<file path="config.mk">
export PLATFORM = sky130hd
export DESIGN_NAME = multicycle_control_unit
export DESIGN_NICKNAME = d
export VERILOG_FILES = /design/src/rtl/mips_ctrl_pkg.sv /design/src/rtl/mem_wait_timer.sv /design/src/rtl/multicycle_control_unit.sv
export SDC_FILE = /design/constraint.sdc
export NUM_CORES = 1
export LEC_CHECK = 0
export ABC_CLOCK_PERIOD_IN_PS = 1400
export BUFFER_PORTS_ARGS = -buffer_cell sky130_fd_sc_hd__buf_2
export CAP_MARGIN = 20
export CORE_MARGIN = 4
export CORE_UTILIZATION = 47
export CTS_BUF_LIST = sky130_fd_sc_hd__clkbuf_4
export CTS_CLUSTER_DIAMETER = 80
export DETAILED_ROUTE_END_ITERATION = 16
export PLACE_DENSITY_LB_ADDON = 0.12
export SYNTH_ARGS = -nofsm -noshare
export SYNTH_HDL_FRONTEND = slang
export SYNTH_SLANG_ARGS = --single-unit
</file>
<file path="constraint.sdc">
create_clock -name clk -period 1.4 [get_ports clk]
set_input_delay 0.07 -clock clk [delete_from_list [all_inputs] [get_ports clk]]
set_output_delay 0.07 -clock clk [all_outputs]
set_load 0.01 [all_outputs]
</file>
<file path="src/rtl/mips_ctrl_pkg.sv">
// Shared definitions for the multi-cycle MIPS control unit: opcode constants,
// Aluop and PcSrc codes, and the state encoding exposed on the State port.
// Build option: ILLEGAL_OP_TRAP_EN adds the TRAP state.
package mips_ctrl_pkg;

    // Opcode field values recognised by the decoder
    localparam logic [5:0] OP_RTYPE = 6'b000000;
    localparam logic [5:0] OP_LW    = 6'b100011;
    localparam logic [5:0] OP_SW    = 6'b101011;
    localparam logic [5:0] OP_ADDI  = 6'b001000;
    localparam logic [5:0] OP_ANDI  = 6'b001100;
    localparam logic [5:0] OP_BEQ   = 6'b000100;
    localparam logic [5:0] OP_J     = 6'b000010;

    // Aluop codes handed to the ALU control block
    localparam logic [2:0] ALUOP_FUNCT = 3'b000;
    localparam logic [2:0] ALUOP_ADD   = 3'b001;
    localparam logic [2:0] ALUOP_ADDI  = 3'b010;
    localparam logic [2:0] ALUOP_AND   = 3'b011;
    localparam logic [2:0] ALUOP_SUB   = 3'b100;

    // PC source select
    localparam logic [1:0] PCSRC_SEQ    = 2'b00;
    localparam logic [1:0] PCSRC_BRANCH = 2'b01;
    localparam logic [1:0] PCSRC_JUMP   = 2'b10;

    // Controller states; the numeric encoding is what appears on State
    typedef enum logic [3:0] {
        S_FETCH    = 4'd0,
        S_DECODE   = 4'd1,
        S_EXEC_R   = 4'd2,
        S_EXEC_I   = 4'd3,
        S_EXEC_MEM = 4'd4,
        S_MEM_RD   = 4'd5,
        S_MEM_WR   = 4'd6,
        S_WB_R     = 4'd7,
        S_WB_I     = 4'd8,
        S_WB_MEM   = 4'd9,
        S_BRANCH   = 4'd10,
`ifdef ILLEGAL_OP_TRAP_EN
        S_JUMP     = 4'd11,
        S_TRAP     = 4'd12
`else
        S_JUMP     = 4'd11
`endif
    } state_e;

    // States in which the controller waits on the memory handshake
    function automatic logic is_mem_state(input state_e s);
        return (s == S_FETCH) || (s == S_MEM_RD) || (s == S_MEM_WR);
    endfunction

endpackage

</file>
<file path="src/rtl/mem_wait_timer.sv">
// Memory-wait timeout counter. Counts wait cycles while enabled, clears on
// request, and flags the cycle on which the wait reaches the limit.
// The flag is only raised while enabled, so a completion in the same cycle
// (which drops the enable) always wins over the timeout.
module mem_wait_timer #(
    parameter int TMO_W       = 4,
    parameter int MEM_TIMEOUT = 15
) (
    input  logic clk,
    input  logic rst_n,
    input  logic clr_i,
    input  logic en_i,
    output logic tmo_o
);

    localparam logic [TMO_W-1:0] LAST_WAIT = TMO_W'(MEM_TIMEOUT - 1);

    logic [TMO_W-1:0] count_q;
    logic [TMO_W-1:0] count_d;

    // The count already holds MEM_TIMEOUT-1 past waits: this is the last one
    assign tmo_o = en_i && (count_q == LAST_WAIT);

    // Next count: clear on request or on expiry, otherwise count waits
    always_comb begin
        count_d = count_q;
        if (clr_i || tmo_o) begin
            count_d = '0;
        end else if (en_i) begin
            count_d = count_q + 1'b1;
        end
    end

    // Counter register
    always_ff @(posedge clk or negedge rst_n) begin
        if (!rst_n) begin
            count_q <= '0;
        end else begin
            count_q <= count_d;
        end
    end

endmodule

</file>
<file path="src/rtl/multicycle_control_unit.sv">
// Multi-cycle MIPS control unit: sequences FETCH/DECODE/EXEC/MEM/WB and drives
// the shared datapath enables each cycle, with a bounded memory wait.
// Build option: ILLEGAL_OP_TRAP_EN turns unknown opcodes into a sticky TRAP
// with an IllegalOp flag; otherwise unknown opcodes retire as NOPs.
//
// Memory handshake: MemRead/MemWrite are held as a request for as long as the
// controller sits in a memory state; MemReady high in such a cycle completes
// the transfer in that cycle. MemReady outside memory states is ignored.
module multicycle_control_unit
    import mips_ctrl_pkg::*;
#(
    parameter int OP_W        = 6,
    parameter int ALUOP_W     = 3,
    parameter int TMO_W       = 4,
    parameter int MEM_TIMEOUT = 15
) (
    input  logic               clk,
    input  logic               rst_n,
    input  logic [OP_W-1:0]    Op,
    input  logic               Zero,
    input  logic               MemReady,
    output logic               IrWrite,
    output logic               PcWrite,
    output logic [1:0]         PcSrc,
    output logic               RegWr,
    output logic               RegDst,
    output logic               MemRead,
    output logic               MemWrite,
    output logic               MemToReg,
    output logic               Alusrc,
    output logic [ALUOP_W-1:0] Aluop,
    output logic               InstrDone,
    output logic               MemErr,
    output logic [3:0]         State
`ifdef ILLEGAL_OP_TRAP_EN
    ,
    output logic               IllegalOp
`endif
);

    localparam logic [OP_W-1:0] L_RTYPE = OP_W'(OP_RTYPE);
    localparam logic [OP_W-1:0] L_LW    = OP_W'(OP_LW);
    localparam logic [OP_W-1:0] L_SW    = OP_W'(OP_SW);
    localparam logic [OP_W-1:0] L_ADDI  = OP_W'(OP_ADDI);
    localparam logic [OP_W-1:0] L_ANDI  = OP_W'(OP_ANDI);
    localparam logic [OP_W-1:0] L_BEQ   = OP_W'(OP_BEQ);
    localparam logic [OP_W-1:0] L_J     = OP_W'(OP_J);

    state_e            state_q;
    state_e            state_d;
    logic [OP_W-1:0]   op_q;
    logic              tmo;
    logic              tmr_en;
    logic              tmr_clr;

    // Decoded controls before the reset gate
    logic               ir_c;
    logic               pw_c;
    logic [1:0]         ps_c;
    logic               rw_c;
    logic               rd_c;
    logic               mr_c;
    logic               mw_c;
    logic               m2r_c;
    logic               as_c;
    logic [ALUOP_W-1:0] aop_c;
    logic               done_c;
    logic               err_c;

    // Timer runs only while a memory state is waiting; any state change clears it
    assign tmr_en  = is_mem_state(state_q) && !MemReady;
    assign tmr_clr = (state_d != state_q);

    mem_wait_timer #(
        .TMO_W       (TMO_W),
        .MEM_TIMEOUT (MEM_TIMEOUT)
    ) u_timer (
        .clk   (clk),
        .rst_n (rst_n),
        .clr_i (tmr_clr),
        .en_i  (tmr_en),
        .tmo_o (tmo)
    );

    // Next-state and per-state datapath controls
    always_comb begin
        state_d = state_q;
        ir_c    = 1'b0;
        pw_c    = 1'b0;
        ps_c    = PCSRC_SEQ;
        rw_c    = 1'b0;
        rd_c    = 1'b0;
        mr_c    = 1'b0;
        mw_c    = 1'b0;
        m2r_c   = 1'b0;
        as_c    = 1'b0;
        aop_c   = ALUOP_W'(ALUOP_FUNCT);
        done_c  = 1'b0;
        err_c   = 1'b0;
        case (state_q)
            S_FETCH: begin
                mr_c = 1'b1;
                if (MemReady) begin
                    ir_c    = 1'b1;
                    pw_c    = 1'b1;
                    ps_c    = PCSRC_SEQ;
                    state_d = S_DECODE;
                end else if (tmo) begin
                    err_c   = 1'b1;
                    state_d = S_FETCH;
                end
            end
            S_DECODE: begin
                if (op_q == L_RTYPE) begin
                    state_d = S_EXEC_R;
                end else if (op_q == L_LW || op_q == L_SW) begin
                    state_d = S_EXEC_MEM;
                end else if (op_q == L_ADDI || op_q == L_ANDI) begin
                    state_d = S_EXEC_I;
                end else if (op_q == L_BEQ) begin
                    state_d = S_BRANCH;
                end else if (op_q == L_J) begin
                    state_d = S_JUMP;
                end else begin
`ifdef ILLEGAL_OP_TRAP_EN
                    state_d = S_TRAP;
`else
                    done_c  = 1'b1;
                    state_d = S_FETCH;
`endif
                end
            end
            S_EXEC_R: begin
                aop_c   = ALUOP_W'(ALUOP_FUNCT);
                state_d = S_WB_R;
            end
            S_EXEC_I: begin
                as_c    = 1'b1;
                aop_c   = (op_q == L_ANDI) ? ALUOP_W'(ALUOP_AND) : ALUOP_W'(ALUOP_ADDI);
                state_d = S_WB_I;
            end
            S_EXEC_MEM: begin
                as_c    = 1'b1;
                aop_c   = ALUOP_W'(ALUOP_ADD);
                state_d = (op_q == L_SW) ? S_MEM_WR : S_MEM_RD;
            end
            S_MEM_RD: begin
                mr_c = 1'b1;
                if (MemReady) begin
                    state_d = S_WB_MEM;
                end else if (tmo) begin
                    err_c   = 1'b1;
                    state_d = S_FETCH;
                end
            end
            S_MEM_WR: begin
                mw_c = 1'b1;
                if (MemReady) begin
                    done_c  = 1'b1;
                    state_d = S_FETCH;
                end else if (tmo) begin
                    err_c   = 1'b1;
                    state_d = S_FETCH;
                end
            end
            S_WB_R: begin
                rw_c    = 1'b1;
                rd_c    = 1'b1;
                done_c  = 1'b1;
                state_d = S_FETCH;
            end
            S_WB_I: begin
                rw_c    = 1'b1;
                done_c  = 1'b1;
                state_d = S_FETCH;
            end
            S_WB_MEM: begin
                rw_c    = 1'b1;
                m2r_c   = 1'b1;
                done_c  = 1'b1;
                state_d = S_FETCH;
            end
            S_BRANCH: begin
                aop_c   = ALUOP_W'(ALUOP_SUB);
                ps_c    = PCSRC_BRANCH;
                pw_c    = Zero;
                done_c  = 1'b1;
                state_d = S_FETCH;
            end
            S_JUMP: begin
                pw_c    = 1'b1;
                ps_c    = PCSRC_JUMP;
                done_c  = 1'b1;
                state_d = S_FETCH;
            end
`ifdef ILLEGAL_OP_TRAP_EN
            S_TRAP: begin
                state_d = S_TRAP;
            end
`endif
            default: begin
                state_d = S_FETCH;
            end
        endcase
    end

    // State register
    always_ff @(posedge clk or negedge rst_n) begin
        if (!rst_n) begin
            state_q <= S_FETCH;
        end else begin
            state_q <= state_d;
        end
    end

    // Opcode is captured on the same edge the IR loads
    always_ff @(posedge clk or negedge rst_n) begin
        if (!rst_n) begin
            op_q <= '0;
        end else if (state_q == S_FETCH && MemReady) begin
            op_q <= Op;
        end
    end

`ifdef ILLEGAL_OP_TRAP_EN
    logic illegal_q;

    // Sticky flag set on entry to TRAP; only reset clears it
    always_ff @(posedge clk or negedge rst_n) begin
        if (!rst_n) begin
            illegal_q <= 1'b0;
        end else if (state_q == S_DECODE && state_d == S_TRAP) begin
            illegal_q <= 1'b1;
        end
    end

    assign IllegalOp = illegal_q;
`endif

    // While reset is held every enable is forced low, including FETCH's MemRead
    assign IrWrite   = rst_n & ir_c;
    assign PcWrite   = rst_n & pw_c;
    assign PcSrc     = rst_n ? ps_c  : '0;
    assign RegWr     = rst_n & rw_c;
    assign RegDst    = rst_n & rd_c;
    assign MemRead   = rst_n & mr_c;
    assign MemWrite  = rst_n & mw_c;
    assign MemToReg  = rst_n & m2r_c;
    assign Alusrc    = rst_n & as_c;
    assign Aluop     = rst_n ? aop_c : '0;
    assign InstrDone = rst_n & done_c;
    assign MemErr    = rst_n & err_c;
    assign State     = state_q;

endmodule

</file>
==> impl_results.md, run 1 <==
- Synth Net Count: roughly 120
- CTS buffer count: 3
- Adder-cell share of the synthesized area: about 2.7%
- CTS max path bufs: 2
- Clock sink total: 14
- Initial antenna violation count: 0
- H-tree levels: 1
- Unique masters post-synth: 36
- CTS root buffer: clkbuf_4
- Post-Syn Area: between 900 and 1000 um2
- Largest net degree at the start of global routing: 10
- GPL Wtd Cong: 0.8183
- DIE HEIGHT: approximately 53 um
- Initial Util: ~52%
- Largest family of logic cells by synthesized area: simple AND/OR/NAND/NOR gates
- Sequential-to-total area share from yosys stat: between 30% and 40%
- Post-synthesis xor/xnor area fraction: under 10%
- Kind of the worst endpoint: output port
- IO Port Bufs: 28
- Die Wd: approximately 53 um
- Avg Inst Size Synth: 8.554 um2
- Hpwl dp: approximately 1800 um
- Error: [ERROR DPL-0033] detailed placement checks failed during check placement.
- Post-placement cell area: approximately 1200 um2
- Worst_ep grt: InstrDone
- Row Count: 15
- Simple-gate portion of the synthesized area: between 30% and 40%
- Post-synthesis mux area share: under 10%
- Io pins: 29
- Count of warnings emitted by yosys: 0
- FF+latch count, synth: 14
- Failed at: global routing (5_1_grt)
- Syn Inst Count: 110
- Compound-Gate Fraction of Synth Area: 10.90%
- Status: stopped before the end
## repair_timing
item | in CTS
hold buffers | 2
endpoints found under the setup margin | 23
endpoints found under the hold margin | 14
gates resized for setup | 18
pin swaps | 11
buffers inserted | 10
## cells in the mapped netlist
library cell	instances	area [um2]
inv_1	3	11.26
ha_1	2	25.02
and3_1	2	12.51
xnor2_1	2	17.52
o21ai_0	4	20.02
mux2i_1	2	20.02
nand2_1	8	30.03
nor2_1	20	75.07
a2bb2o_2	1	11.26
nand3_1	5	25.02
or3_1	1	6.260
nor4b_1	3	26.28
nor4_1	3	18.77
o22ai_1	2	12.51
o31ai_1	1	7.510
a21oi_1	3	15.01
a21o_1	1	7.510
nand3b_1	2	15.01
nor3b_1	1	7.510
o21a_1	1	7.510
buf_4	1	7.510
clkbuf_1	1	3.750
xor2_1	2	17.52
or2_1	1	6.260
mux2_2	6	67.56
nand2_2	1	6.260
dfrtp_1	14	350.3
nor2b_1	1	6.260
o41ai_1	1	8.760
nand2b_1	3	18.77
a211oi_1	1	7.510
nor4b_2	1	15.01
o21ai_1	1	5.000
buf_2	3	15.01
nor3_1	5	25.02
nand4b_1	1	8.760
## logic make-up after synthesis
family	Yosys count
and+or+nand+nor	58
AOI/OAI and AO/OA	16
DFF	14
buffers and inverters	8
muxes	8
xor gates and xnor gates	4
adders and majority gates	2
## through the flow
step,std cells,TNS [ns],worst slack (ns),util (%)
after floorplan,110,0,0.03452,-
after global placement,174,0,0.003749,66.94
after CTS,190,-2.577,-0.2419,77.99
after detailed placement,174,-0.1532,-0.02837,66.94
==> run 2: changes to the inputs <==
==> config.mk (replaced) <==
export PLATFORM = sky130hd
export DESIGN_NAME = multicycle_control_unit
export DESIGN_NICKNAME = d
export VERILOG_FILES = /design/src/rtl/mips_ctrl_pkg.sv /design/src/rtl/mem_wait_timer.sv /design/src/rtl/multicycle_control_unit.sv
export SDC_FILE = /design/constraint.sdc
export NUM_CORES = 1
export LEC_CHECK = 0
export ABC_CLOCK_PERIOD_IN_PS = 1820
export BUFFER_PORTS_ARGS = -buffer_cell sky130_fd_sc_hd__buf_2
export CAP_MARGIN = 20
export CORE_AREA = 4 4 65 67
export DETAILED_ROUTE_END_ITERATION = 16
export DIE_AREA = 0 0 69 71
export PLACE_DENSITY_LB_ADDON = 0.15
export SYNTH_ARGS = -nofsm -noshare
export SYNTH_HDL_FRONTEND = slang
export SYNTH_SLANG_ARGS = --single-unit
==> constraint.sdc (replaced) <==
create_clock -name clk -period 1.82 [get_ports clk]
set_input_delay 0.091 -clock clk [delete_from_list [all_inputs] [get_ports clk]]
set_output_delay 0.091 -clock clk [all_outputs]
set_load 0.01 [all_outputs]
==> run 2 against run 1 <==
The run now ends clean. Synthesized cell count stayed put. Area after synthesis stayed put.
==> impl_results.md, run 2 <==
- Status: finished clean
- Post-placement cell area: between 1000 and 1500 um2
- RSZ-0062 raised after global routing: false
- Worst-Margin Slew: approximately 0.45 ns
- Ant. Diodes: 0
- Hpwl dp: around 1900 um
- Sequential-to-total area share from yosys stat: 37.23%
- Avg Inst Size Synth: between 8 and 9 um2
- Max Used Layer: met4
- Max cap viols: 0
- Max FFs per register: 6
- GPL Wtd Cong: 0.7852
- FF+latch count, synth: 14
- Postcts setup bufs: 0
- Most common cell after layout, fill and taps aside: buf_2
- Syn Inst Count: between 100 and 150
- Final WL: 2392 um
- Unique masters post-synth: 36
- DIE HEIGHT: 71 um
- Dominant synthesized flop cell: dfrtp_1
- Setup TNS: 0 ns
- Synth cell count leaders: nor2_1 (20), dfrtp_1 (14), nand2_1 (8), mux2_2 (6)
- Multi-input logic area: between 500 and 600 um2
- Clock sink total: 14
- CTS tree: built
- Metal3 WL: about 140 um
- Worst path required time: around 1.7 ns
- Final Net Count: 154
- Synth top area share: between 30% and 40%
- Io pins: 29
- Commonest non-fill, non-tap cells in the layout: buf_2 (28), nor2_1 (20), dfrtp_1 (10)
- # DRC: 0
- CTS buffer count: 3
- H-tree levels: 1
- Post-Syn Area: around 940 um2
- Worst hold margin: slightly below 0.08 ns
- Layout cells sized above 1: between 30 and 40%
- Layout Area Growth over Synthesis: 30.19%
- Type of the worst min-delay path: in -> reg
- Worst-path clk slew: around 0.060 ns
- Max VDD drop: 523.3 uV
- Vias: between 800 and 900
- Post-Route M1 WL: between 1000 and 1500 um
- Final Non-Filler Cells: between 150 and 200
- Initial Util: 25.90%
- Count leader, synth: nor2_1
- Row Count: 22
- Top reg by flops: op_q
- Final hold violation count: 0
- Largest net degree at the start of global routing: 17
- Pleak: roughly 0.00057 uW
- Final worst-path cycle share: between 90 and 100%
- Asr flop ratio synth: 100.0%
- Number of cells after detailed placement: between 150 and 200
- Initial antenna violation count: 0
- Final setup viols: 0
- Antenna viol nets, final: 0
- Core Util, Final: between 30% and 40%
- Post-DR wirelength/cell: between 10 and 15 um
- Core area: 3633 um2
- CTS root buffer: clkbuf_8
- Post-synth EDFFs: 0
- Crit path DAT: between 1.5 and 2 ns
- Fmax: around 0.58 GHz
- Final instance area: 1225 um2
- CP endpoint kind: primary output
- Synth Net Count: 122
- Count of warnings emitted by yosys: 0
- Clk_lat worst skew: between 0.2 and 0.25 ns
- Met2 Wirelength: between 1000 and 1500 um
- Register Area: about 360 um2
- Vias in the first global route: just over 900
- Area leader, netlist: dfrtp_1
- Iteration-0 DRC Markers: 34
- Fin crit period: roughly 1.7 ns
- Final Max Slew Viols: 0
- Clk_skew: 0.001033 ns
- Die Wd: 69 um
- Overflow left after global routing: 0
- First-pass GRT wire length: slightly above 4000 um
- Crit start category: flip-flop
- Via density: between 4 and 5
- DRT Pass-1 Iters: 5
- Top post-synthesis cells by area: dfrtp_1 (37%), nor2_1 (8.0%), mux2_2 (7.2%), nand2_1 (3.2%), nor4b_1 (2.8%)
- Worst-path maximum fanout: 15
- Area of the die: between 4000 and 5000 um2
- IO Port Bufs: 28
- Pwr dens: about 1500 nW/um2
- Max-slew headroom: between 60% and 70%
- Setup CP Type: reg -> out
- Total track usage: 10.14%
- Fill count: between 400 and 500
- CTS max path bufs: 2
-- run 2: where the power goes --
part	internal [uW]	switching, uW	leakage (uW)	total, uW
clock network	191	102	0.0000288	293
registers	440	239	0.000173	680
logic	436	421	0.000367	856
-- run 2: critical path, cell delays in order (launching register included) --
cell,delay (ns)
dfrtp_2,0.51
or3_1,0.36
a2bb2o_2,0.24
and3_1,0.15
buf_2,0.12
-- run 2: layer usage --
| layer | vias to the layer above | global-route usage (%) |
|---|---|---|
| met4 | 0 | 3.905 |
| li1 | 448 | - |
| met3 | 2 | 2.699 |
| met2 | 32 | 16.42 |
| met5 | - | 0 |
| met1 | 398 | 12.89 |
-- run 2: kinds of logic after synthesis --
kind of cell               synth area share (%)
muxes                                     9.308
DFF                                       37.23
xor gates and xnor gates                  3.724
adders and majority gates                 2.659
AOI/OAI and AO/OA                         10.90
and+or+nand+nor                           32.18
buffers and inverters                     3.989
-- run 2: stage by stage --
step                worst slack [ns]  power [uW]
global route                 0.02489        1995
floorplan                     0.4335        1232
CTS                          0.03148        1817
global placement              0.2826        1489
detailed placement            0.2646        1500
finish                        0.1078        1829
-- run 2: what timing repair did --
item	in CTS	in global routing
pin swaps	0	0
hold endpoints to repair	14	0
resized for setup	2	5
setup endpoints to repair	2	7
hold buffers	1	0
-- run 2: path summary, 6_finish.rpt --
kind	from	to	slack, ns	depth (start not counted)
hold / removal	Op[5]	op_q[5]	0.08	2
setup reg to reg	State[1]	op_q[3]	0.42	3
max in group asynchronous	rst_n	State[2]	1.23	3
min in group asynchronous	rst_n	op_q[0]	0.40	3
hold reg to reg	u_timer.count_q[0]	u_timer.count_q[0]	0.49	1
setup / recovery	State[3]	MemErr	0.11	4
-- run 2: cell type report --
class / count / share of cell area (%)
Timing Repair Buffer: 32 / 14.10
Clock buffer: 4 / 4.494
Multi-Input combinational cell: 88 / 46.58
Tap cell: 48 / 4.903
Inverter: 3 / 0.9193
Sequential cell: 14 / 29.01
No activity file was read; power rests on OpenSTA's default activity.
==> run 3: changes to the inputs <==
--- a/config.mk
+++ b/config.mk
@@ -8,9 +8,9 @@
 export ABC_CLOCK_PERIOD_IN_PS = 1820
 export BUFFER_PORTS_ARGS = -buffer_cell sky130_fd_sc_hd__buf_2
 export CAP_MARGIN = 20
-export CORE_AREA = 4 4 65 67
+export CORE_AREA = 2 2 63 65
 export DETAILED_ROUTE_END_ITERATION = 16
-export DIE_AREA = 0 0 69 71
+export DIE_AREA = 0 0 65 67
 export PLACE_DENSITY_LB_ADDON = 0.15
 export SYNTH_ARGS = -nofsm -noshare
 export SYNTH_HDL_FRONTEND = slang
==> run 3 against run 2 <==
Register-to-register slack got worse by 0.03 ns. Combinational power is 4.9% higher. Global-route usage rose by 1.1 points. Routed wire length fell by 1.2%. Sequential share of layout area decreased by 0.52 points. Maximum frequency shrank 0.95%. Clock skew barely moved. Sequential cell count unchanged. Clock power increased by 3%. Critical path depth unchanged. Critical endpoint unchanged. Largest power group unchanged.
==> impl_results.md, run 3 (synthesis gave the netlist of run 2 again) <==
- Status: finished clean
- H-tree levels: 1
- Antenna viol nets, final: 0
- Final Net Count: between 150 and 200
- Crit path DAT: about 1.6 ns
- CTS max path bufs: 2
- Setup CP Type: reg -> out
- Layout cells sized above 1: ~37%
- Vias: roughly 920
- Type of the worst min-delay path: in -> reg
- Setup TNS: 0 ns
- Vias in the first global route: about 810
- Worst-path clk slew: ~0.060 ns
- Initial Util: between 20% and 30%
- Clk_skew: around 0.0007 ns
- Ant. Diodes: 0
- Number of cells after detailed placement: approximately 180
- Post-placement cell area: approximately 1100 um2
- Sw frac: 41.28%
- Pwr dens: 1513 nW/um2
- Fmax: slightly below 0.6 GHz
- Top reg by flops: op_q
- Reg power frac: between 30% and 40%
- Final setup viols: 0
- Fin crit period: between 1.5 and 2 ns
- Via density: ~4.8
- CTS buffer count: 3
- Post-DR wirelength/cell: between 10 and 15 um
- Io pins: 29
- Core area: ~3600 um2
- Comb power frac: between 40% and 50%
- Pleak: approximately 0.0006 uW
- CP endpoint kind: primary output
- Row Count: 22
- Total track usage: 11.27%
- Switch Pwr: 779.2 uW
- Final instance area: approximately 1200 um2
- Worst path required time: roughly 1.7 ns
- DRT Pass-1 Iters: 5
- Final Max Slew Viols: 0
- CTS tree: built
- Final worst-path cycle share: a little over nine tenths
- Layout Area Growth over Synthesis: 32.58%
- Max FFs per register: 6
- Worst-path maximum fanout: 16
- CTS root buffer: clkbuf_8
- DIE HEIGHT: between 60 and 70 um
- Clock sink total: 14
- Final WL: ~2400 um
- First-pass GRT wire length: between 3000 and 4000 um
- Most common cell after layout, fill and taps aside: buf_2
- Crit start category: flip-flop
- Core Util, Final: ~35%
- Die Wd: 65 um
- Max cap viols: 0
- Iteration-0 DRC Markers: 40
- CP peak stage delay: between 0.5 and 0.6 ns
- GPL Wtd Cong: 0.8190
- Initial antenna violation count: 0
- Critical path cell sequence: xor2_1 > a2bb2o_2 > and3_1 > buf_2
- Clk_lat worst skew: about 0.24 ns
- Max VDD drop: 560.3 uV
- CP max-delay cell: dfrtp_2
- IO Port Bufs: 28
- Overflow left after global routing: 0
- Largest net degree at the start of global routing: 17
- Hpwl dp: 1806 um
- P_int: roughly 1100 uW
- Final Non-Filler Cells: around 190
- Final hold violation count: 0
- Commonest non-fill, non-tap cells in the layout: buf_2 (28), nor2_1 (20), dfrtp_1 (10)
- Clock power frac: between 10% and 20%
- # DRC: 0
- Worst-Margin Slew: 0.5164 ns
- Max-slew headroom: roughly two thirds
- Area of the die: ~4400 um2
run 3: critical path: cells and delay by family, from the launching register on:
kind            cells  cell delay [ns]
compound gates      1             0.31
xor+xnor            1             0.22
buf+inv             1             0.13
flops               1             0.55
simple gates        1             0.18
run 3: power by group through the flow:
stage / combinational, uW / sequential, uW / clock [uW]
floorplan: 647 / 585 / 0
global placement: 824 / 678 / 0
detailed placement: 818 / 682 / 0
CTS: 823 / 680 / 313
global route: 1000 / 720 / 323
finish: 898 / 687 / 302
run 3: path summary, 6_finish.rpt:
kind                                     from            endpoint  slack, ns  cells past startpoint
hold / removal                          Op[0]             op_q[0]       0.08                      2
min in group asynchronous               rst_n  u_timer.count_q[1]       0.23                      2
max in group asynchronous               rst_n            State[3]       1.19                      3
setup / recovery                     State[2]              MemErr       0.09                      4
hold reg to reg            u_timer.count_q[0]  u_timer.count_q[0]       0.49                      1
setup reg to reg                     State[1]             op_q[1]       0.39                      3
run 3: repair_timing:
item,4_1_cts,5_1_grt
buffers inserted,0,3
hold endpoints to repair,14,0
hold buffers,1,0
gates cloned,0,0
gates resized for setup,2,5
pin swaps,0,0
setup endpoints to repair,3,5
run 3: routing by layer:
metal	part of all wire [%]	GRT usage, %	up-vias	wire length (um)
met2	44	17.53	37	1030
met5	0	0	-	0
met4	0	1.596	0	0
li1	-	-	458	-
met1	49	15.89	426	1149
met3	7.7	3.041	0	183
run 3: area by class of cell:
| class | count | area [um2] |
|---|---|---|
| Inverter | 3 | 11.26 |
| Sequential cell | 14 | 355.3 |
| Timing Repair Buffer | 35 | 195.2 |
| Fill cell | 392 | 2359 |
| Multi-Input combinational cell | 88 | 570.5 |
| Clock buffer | 4 | 55.05 |
| Tap cell | 48 | 60.06 |
run 3: through the flow:
| stage | worst slack (ns) | hold WS (ns) | power (uW) |
|---|---|---|---|
| 2_1_floorplan | 0.4335 | -0.2046 | 1232 |
| 3_3_place_gp | 0.2433 | -0.02801 | 1502 |
| 3_5_place_dp | 0.2119 | -0.03023 | 1501 |
| 4_1_cts | 0.004662 | 0.07023 | 1816 |
| 5_1_grt | -0.008759 | 0.07188 | 2045 |
| 6_report | 0.09136 | 0.07535 | 1888 |
